**config.mk**
```make
export PLATFORM = sky130hd
export DESIGN_NAME = uart_rx_byte
export DESIGN_NICKNAME = d
export VERILOG_FILES = /design/src/rtl/uart_rx_byte.sv
export SDC_FILE = /design/constraint.sdc
export NUM_CORES = 1
export LEC_CHECK = 0
export BUFFER_PORTS_ARGS = -buffer_cell sky130_fd_sc_hd__buf_2
export CAP_MARGIN = 25
export CORE_ASPECT_RATIO = 1.1
export CORE_MARGIN = 5
export CORE_UTILIZATION = 39
export CTS_CLUSTER_DIAMETER = 100
export DETAILED_ROUTE_END_ITERATION = 7
export GPL_TIMING_DRIVEN = 0
export SETUP_SLACK_MARGIN = 0.3
export SKIP_CTS_REPAIR_TIMING = 1
export SLEW_MARGIN = 20
export SYNTH_ARGS = -nofsm -noshare
export SYNTH_HDL_FRONTEND = slang
export SYNTH_SLANG_ARGS = --single-unit
```
**constraint.sdc**
```tcl
create_clock -name clk -period 1.7 [get_ports clk]
set_input_delay 0.425 -clock clk [delete_from_list [all_inputs] [get_ports clk]]
set_output_delay 0.425 -clock clk [all_outputs]
set_load 0.005 [all_outputs]
```
**src/rtl/uart_rx_byte.sv**
```systemverilog
// 8-N-1 serial receiver: recovers one byte per frame from rx and strobes it out.
// Good frames pulse valid with data updated; a low stop bit pulses frame_err instead.
module uart_rx_byte #(
  parameter int CLKS_PER_BIT = 16
) (
  input  logic       clk,
  input  logic       reset,
  input  logic       rx,
  output logic [7:0] data,
  output logic       valid,
  output logic       frame_err,
  output logic       busy
);

  localparam int H  = CLKS_PER_BIT / 2;
  localparam int CW = $clog2(CLKS_PER_BIT);

  localparam logic [CW-1:0] CNT_LAST = CW'(CLKS_PER_BIT - 1);
  localparam logic [CW-1:0] CNT_HALF = CW'(H - 1);

  localparam logic [2:0] S_IDLE      = 3'd0;
  localparam logic [2:0] S_START     = 3'd1;
  localparam logic [2:0] S_DATA      = 3'd2;
  localparam logic [2:0] S_STOP      = 3'd3;
  localparam logic [2:0] S_WAIT_IDLE = 3'd4;

  if (CLKS_PER_BIT < 4) begin : g_cpb_check
    $error("uart_rx_byte: CLKS_PER_BIT must be at least 4");
  end

  logic          rx_m;
  logic          rx_s;
  logic [2:0]    state;
  logic [CW-1:0] cnt;
  logic [2:0]    bit_idx;
  logic [7:0]    shreg;

  assign busy = (state != S_IDLE);

  always_ff @(posedge clk) begin
    if (!reset) begin
      rx_m      <= 1'b1;
      rx_s      <= 1'b1;
      state     <= S_IDLE;
      cnt       <= '0;
      bit_idx   <= '0;
      shreg     <= '0;
      data      <= '0;
      valid     <= 1'b0;
      frame_err <= 1'b0;
    end else begin
      rx_m      <= rx;
      rx_s      <= rx_m;
      valid     <= 1'b0;
      frame_err <= 1'b0;
      case (state)
        S_IDLE: begin
          if (!rx_s) begin
            state <= S_START;
            cnt   <= '0;
          end
        end
        // Half a bit in: confirm the start bit is still low to reject glitches.
        S_START: begin
          if (cnt == CNT_HALF) begin
            cnt <= '0;
            if (rx_s) begin
              state <= S_IDLE;
            end else begin
              state   <= S_DATA;
              bit_idx <= '0;
            end
          end else begin
            cnt <= cnt + 1'b1;
          end
        end
        S_DATA: begin
          if (cnt == CNT_LAST) begin
            cnt     <= '0;
            shreg   <= {rx_s, shreg[7:1]};
            bit_idx <= bit_idx + 3'd1;
            if (bit_idx == 3'd7) begin
              state <= S_STOP;
            end
          end else begin
            cnt <= cnt + 1'b1;
          end
        end
        // Returning to IDLE mid stop bit lets a back-to-back start bit be caught.
        S_STOP: begin
          if (cnt == CNT_LAST) begin
            cnt <= '0;
            if (rx_s) begin
              data  <= shreg;
              valid <= 1'b1;
              state <= S_IDLE;
            end else begin
              frame_err <= 1'b1;
              state     <= S_WAIT_IDLE;
            end
          end else begin
            cnt <= cnt + 1'b1;
          end
        end
        S_WAIT_IDLE: begin
          if (rx_s) begin
            state <= S_IDLE;
          end
        end
        default: begin
          state <= S_IDLE;
        end
      endcase
    end
  end

endmodule

```
==> flow_metrics.py, run 1 <==
metrics = {
    "timing": {
        "fin_crit_sh": 1.00,
        "max_freq_mhz": 587,
        "fin_hold_ws_ps": 279,
        "setup_violations": 1,
        "rsz0062_at_grt": "true",
        "hold_violations": 0,
        "slew-limit-headroom": 0.570,
        "fin_skew_ps": 10.4,
        "worstMarginPinSlew_ps": 645,
        "setup_tns_ps": -4.46,
        "timing.final.ws_setup_ps": -4.46,
        "layout_min_cycle_time_ps": 1700,
        "slew_violations": 0,
    },
    "power_and_ir_drop": {
        "p_leak_nw": 0.628,
        "power.density_mw_per_mm2": 671,
        "ir_drop_v": 0.000363,
    },
    "global_routing": {
        "met3_usage": 0.0535,
        "grt_max_degree": 11,
        "grtUsageMet2": 0.228,
        "grt_pass1_wl_um": 4190,
        "antenna_found_initial": 0,
        "use_met1": 0.124,
        "overflow": 0,
        "track_usage": 0.125,
        "grt_pass1_vias": 1008,
        "busiest_layer": "met2",
    },
    "synth": {
        "synth_most_common_cell": "nand2_1",
        "synth.net_count": 155,
        "synth_top_area_cell": "dfxtp_1",
        "yosys-top-cells-count": "nand2_1 (33), dfxtp_1 (30), a21oi_1 (14)",
        "ys_seq_area_frac": 0.488,
        "synth.avg_cell_area_um2": 8.25,
        "synth_top_area_share": 0.488,
        "synth-async-reset-ratio": 0,
        "ys_ff_latch": 30,
        "yosys-top-cells-area": "dfxtp_1 (49%), nand2_1 (10%), a21oi_1 (5.7%), nand3_1 (5.3%), o21ai_0 (3.7%)",
        "ys_types": 33,
        "yosys_warnings": 0,
        "syn_inst": 149,
        "syn-cell-area_mm2": 0.00123,
        "synth_flop_cell": "dfxtp_1",
        "synth-edff-count": 0,
    },
    "critical_path": {
        "regToRegSetupSlack_ps": 50,
        "reg2reg_to": "state[0]$_SDFFE_PN0P_",
        "cp_max_fo": 8,
        "endpoint": "busy",
        "crit_start": "state[0]$_SDFFE_PN0P_",
        "required_ps": 1270,
        "r2r-start": "state[1]$_SDFFE_PN0P_",
        "crit_path_end_kind": "primary output",
        "arrival_ps": 1280,
        "rr_worst_depth": 6,
        "worst_setup_path_start_kind": "flop",
        "crit_type": "flop to primary output",
    },
    "drt": {
        "avgViaCountPerCell": 5.27,
        "first_pass_iters": 4,
        "drcViolationCount": 0,
        "wl_per_cell_um": 12.9,
        "vias": 1122,
        "drt-initial-drc-count": 38,
        "ant_nets": 0,
        "routed_wl_um": 2750,
    },
    "final_layout": {
        "diodes": 0,
        "fillers": 306,
        "final_cells": 213,
        "fin_nets": 185,
        "post_route_cells_drive_above_1_share": 0.464,
        "syn2layout_area_growth_pct": 38.3,
        "final_util": 0.558,
    },
    "floorplan": {
        "start_util": 0.404,
        "num_io_pins": 14,
        "die_h_um": 68.9,
        "core-area_mm2": 0.00305,
        "die_x_um": 63.5,
        "dieArea_mm2": 0.00438,
        "rows": 21,
    },
    "cts": {
        "cts.sinks": 30,
        "cts_buffers": 5,
        "htreeDepth": 2,
        "cts_root_buf": "clkbuf_4",
        "clk-insertion-delay-late_ps": 330,
        "cts.reportedPaths.clkPinSlew_ps": 100,
        "cts_tree": "yes",
        "clk_path_buf_depth": 2,
    },
    "placed_design": {
        "gp_congestion": 0.734,
        "dp_hpwl_um": 1710,
        "numPlacedInstances": 196,
        "io_buffers": 13,
    },
    "status": {
        "violations": "negative setup slack",
        "status": "finished, violations left",
    },
    "hold_path": {
        "hold_class": "primary input to flop",
    },
    "flow_run": {
        "cap_violations": 0,
    },
}
report_power, final:
group	switching [mW]	leakage, nW	internal, mW
registers	0.00412	0.245	0.703
clock network	0.243	0.0308	0.148
logic	0.0279	0.352	0.0144
total	0.275	0.628	0.866
through the flow:
step           setup WS, ps  power [mW]  instance area [µm²]
6_report              -4.46        1.14                 1700
5_1_grt               -58.5        1.21                 1700
4_1_cts               -51.3        1.14                 1410
3_5_place_dp           33.0       0.760                 1360
3_3_place_gp            117       0.760                 1360
2_1_floorplan           296       0.749                 1250
cell usage in the layout, fill, tap and decap left out, types with 2 or more instances in the layout:
master and count:
dfxtp_1 25, clkbuf_1 3, nand3_2 7, buf_2 14, nand2_1 24, dfxtp_4 2, nand2_2 6, nand3_1 6
o21ai_2 5, buf_4 7, or3_1 2, nand2b_1 3, buf_6 9, nor2_1 12, o21ai_1 5, clkinv_2 2
a21oi_2 11, nand2_4 4, ha_1 2, clkbuf_4 5, mux2i_1 2, dfxtp_2 3, a21oi_1 3
registers in the layout, indices dropped and copies added, names as in the netlist:
register / cells
frame_err: 1
cnt: 4
shreg: 8
state: 3
rx_s: 1
rx_m: 1
valid: 1
data: 8
bit_idx: 3
logic make-up after synthesis:
kind of cell	after synthesis	synth area share
and+or+nand+nor	73	0.284
DFF	30	0.488
buffers and inverters	12	0.0498
xor gates and xnor gates	1	0.00712
muxes	2	0.0163
adders and majority gates	3	0.0305
AOI/OAI and AO/OA	28	0.124
layer usage:
layer	vias up	wire, µm
li1	564	-
met4	0	31
met3	4	160
met5	-	0
met2	27	1470
met1	527	1090
final cells by class:
| class | count | area (µm²) | area share |
|---|---|---|---|
| sequential | 30 | 612 | 0.360 |
| clock inverter | 2 | 10.0 | 0.00589 |
| buffer | 10 | 80.1 | 0.0471 |
| tap | 34 | 42.5 | 0.0250 |
| clock buffer | 5 | 37.5 | 0.0221 |
| timing repair buffer | 23 | 155 | 0.0912 |
| multi-input combinational | 107 | 756 | 0.444 |
| inverter | 2 | 7.51 | 0.00442 |
worst min path at each step:
stage | slack, ps | endpoint | startpoint | cells past startpoint
floorplan | 390 | rx_s$_SDFF_PN1_ | rx_m$_SDFF_PN1_ | 1
global placement | 390 | rx_s$_SDFF_PN1_ | rx_m$_SDFF_PN1_ | 1
detailed placement | 410 | rx_s$_SDFF_PN1_ | rx_m$_SDFF_PN1_ | 1
CTS | 280 | rx_m$_SDFF_PN1_ | rx | 2
global route | 250 | rx_m$_SDFF_PN1_ | rx | 2
finish | 280 | rx_m$_SDFF_PN1_ | rx | 2
critical path, cell delays in order (launching register included):
cell     delay (ps)
dfxtp_2         330
buf_6           130
or3_1           350
buf_2           140
(Power assumes the default switching activity.)
==> inputs of run 2 (changes only) <==
- CORE_MARGIN: 5 -> 2
- SETUP_SLACK_MARGIN: 0.3 -> default
==> run 2 against run 1 <==
  * The run now ends clean
  * Sequential power grew 0.6%
  * Routed wire length shrank 15%
  * Clock skew shrank 5.4 ps
  * Fmax grew 2.6%
  * Critical path depth shrank 1
  * Global-route usage grew 1.5 points
  * Setup slack gained 43 ps
==> flow_metrics.py, run 2 (same netlist as run 1, synthesis figures left out) <==
metrics = {
    "floorplan": {
        "num_io_pins": 14,
        "start_util": 0.407,
        "dieArea_mm2": 0.00362,
        "core-area_mm2": 0.00302,
        "die_x_um": 57.5,
        "die_h_um": 62.9,
        "rows": 21,
    },
    "flow_run": {
        "cap_violations": 0,
    },
    "power_and_ir_drop": {
        "p_leak_nw": 0.563,
        "p_clk_frac": 0.425,
        "switchingPower_uw": 272,
        "combPwrFrac": 0.025,
        "swShare": 0.210,
        "p_int_mw": 1.02,
        "power_mw": 1.29,
        "power.density_mw_per_mm2": 889,
        "seqPwrFrac": 0.550,
        "ir_drop_v": 0.000504,
    },
    "critical_path": {
        "crit_type": "flop to primary output",
        "crit_chain": "or3_1, buf_2",
        "cp_max_fo": 10,
        "slowest_delay_ps": 390,
        "crit_slowest_cell": "dfxtp_2",
        "r2r-start": "cnt[1]$_SDFFE_PN0P_",
        "crit_start": "state[1]$_SDFFE_PN0P_",
        "worst_setup_path_start_kind": "flop",
        "required_ps": 1270,
        "rr_worst_depth": 6,
        "regToRegSetupSlack_ps": 110,
        "reg2reg_to": "bit_idx[2]$_SDFFE_PN0P_",
        "arrival_ps": 1240,
        "crit_path_end_kind": "primary output",
    },
    "timing": {
        "timing.final.ws_setup_ps": 38.6,
        "fin_skew_ps": 4.92,
        "worstMarginPinSlew_ps": 540,
        "max_freq_mhz": 602,
        "setup_violations": 0,
        "slew_violations": 0,
        "layout_min_cycle_time_ps": 1660,
        "hold_violations": 0,
        "fin_crit_sh": 0.977,
        "slew-limit-headroom": 0.637,
        "rsz0062_at_grt": "false",
    },
    "final_layout": {
        "largest_registers": "data: 8 flops, shreg: 8 flops, cnt: 4 flops",
        "diodes": 0,
        "syn2layout_area_growth_pct": 18.3,
        "most-common-layout-cells": "nand2_1 (33), dfxtp_1 (26), buf_2 (15), a21oi_1 (14), nand3_1 (13)",
        "final_common_cell": "nand2_1",
        "post_route_cells_drive_above_1_share": 0.228,
        "fillers": 311,
        "fin_nets": 176,
    },
    "drt": {
        "avgViaCountPerCell": 5.08,
        "wl_per_cell_um": 11.4,
        "first_pass_iters": 5,
        "drt-initial-drc-count": 35,
        "vias": 1041,
        "drcViolationCount": 0,
        "routed_wl_um": 2340,
        "ant_nets": 0,
    },
    "global_routing": {
        "grt_pass1_wl_um": 3920,
        "overflow": 0,
        "track_usage": 0.140,
        "grt_max_degree": 11,
        "antenna_found_initial": 0,
        "grt_pass1_vias": 1000,
    },
    "cts": {
        "cts_buffers": 5,
        "cts_root_buf": "clkbuf_4",
        "clk-insertion-delay-late_ps": 330,
        "cts.reportedPaths.clkPinSlew_ps": 100,
        "clk_path_buf_depth": 2,
        "cts_tree": "yes",
        "cts.sinks": 30,
        "htreeDepth": 2,
    },
    "placed_design": {
        "dp_hpwl_um": 1720,
        "gp_congestion": 0.734,
        "dp_slack_ps": -61.1,
        "io_buffers": 13,
    },
    "hold_path": {
        "min_to": "rx_m$_SDFF_PN1_",
        "hold_depth": 2,
        "hold_class": "primary input to flop",
        "hp-start": "rx",
    },
    "status": {
        "status": "finished clean",
    },
}
## run 2: changes by cell type in the layout (fill, tap and decap cells not counted), sizes merged
cell	delta
buf	-10
bufinv	+1
clkbuf	+1
## run 2: area by class of cell
cell class	count	area, µm²	share of cell area
Clock buffer	5	37.5	0.0258
Clock inverter	3	40.0	0.0275
Timing Repair Buffer	16	87.6	0.0602
Buffer	8	45.0	0.0310
Sequential cell	30	606	0.416
Multi-Input combinational cell	107	589	0.405
Tap cell	34	42.5	0.0292
Inverter	2	7.51	0.00516
## run 2: worst max-delay path by stage
stage                                   end  slack (ps)  cells after the start
finish                                 busy          40                      2
global placement      shreg[3]$_SDFFE_PN0P_          -4                      5
floorplan           bit_idx[1]$_SDFFE_PN0P_         180                      6
CTS                   shreg[2]$_SDFFE_PN0P_        -100                      5
global route                           busy           5                      2
detailed placement    shreg[2]$_SDFFE_PN0P_         -60                      5
## run 2: metal layers
metal	up-vias	part of all wire	wire length [µm]	GRT usage
li1	546	-	-	-
met1	470	0.41	954	0.138
met2	18	0.52	1220	0.256
met3	7	0.050	118	0.0414
met4	0	0.022	52	0.0698
met5	-	0	0	0
## run 2: power by group through the flow
stage | clock [mW] | sequential, mW | combinational, mW
floorplan | 0 | 0.725 | 0.0237
global placement | 0 | 0.725 | 0.0332
detailed placement | 0 | 0.726 | 0.0341
CTS | 0.565 | 0.710 | 0.0343
global route | 0.592 | 0.713 | 0.0373
finish | 0.550 | 0.712 | 0.0317
## run 2: per-stage QoR
stage                     setup TNS, ps   util  std cells  hold WS, ps  cell area [µm²]
after global placement            -6.00  0.443        196          390             1340
after CTS                          -952  0.468        204          285             1420
after detailed placement           -447  0.443        196          423             1340
after floorplan                       0      -        149          386             1230
final                                 0  0.482        205          286             1460
after global routing                  0  0.482        205          300             1460
## run 2: worst max-delay path, delay by kind of cell, from the launching register on
family | cells | cell delay [ps]
flops | 1 | 390
simple gates | 1 | 380
buf+inv | 1 | 130
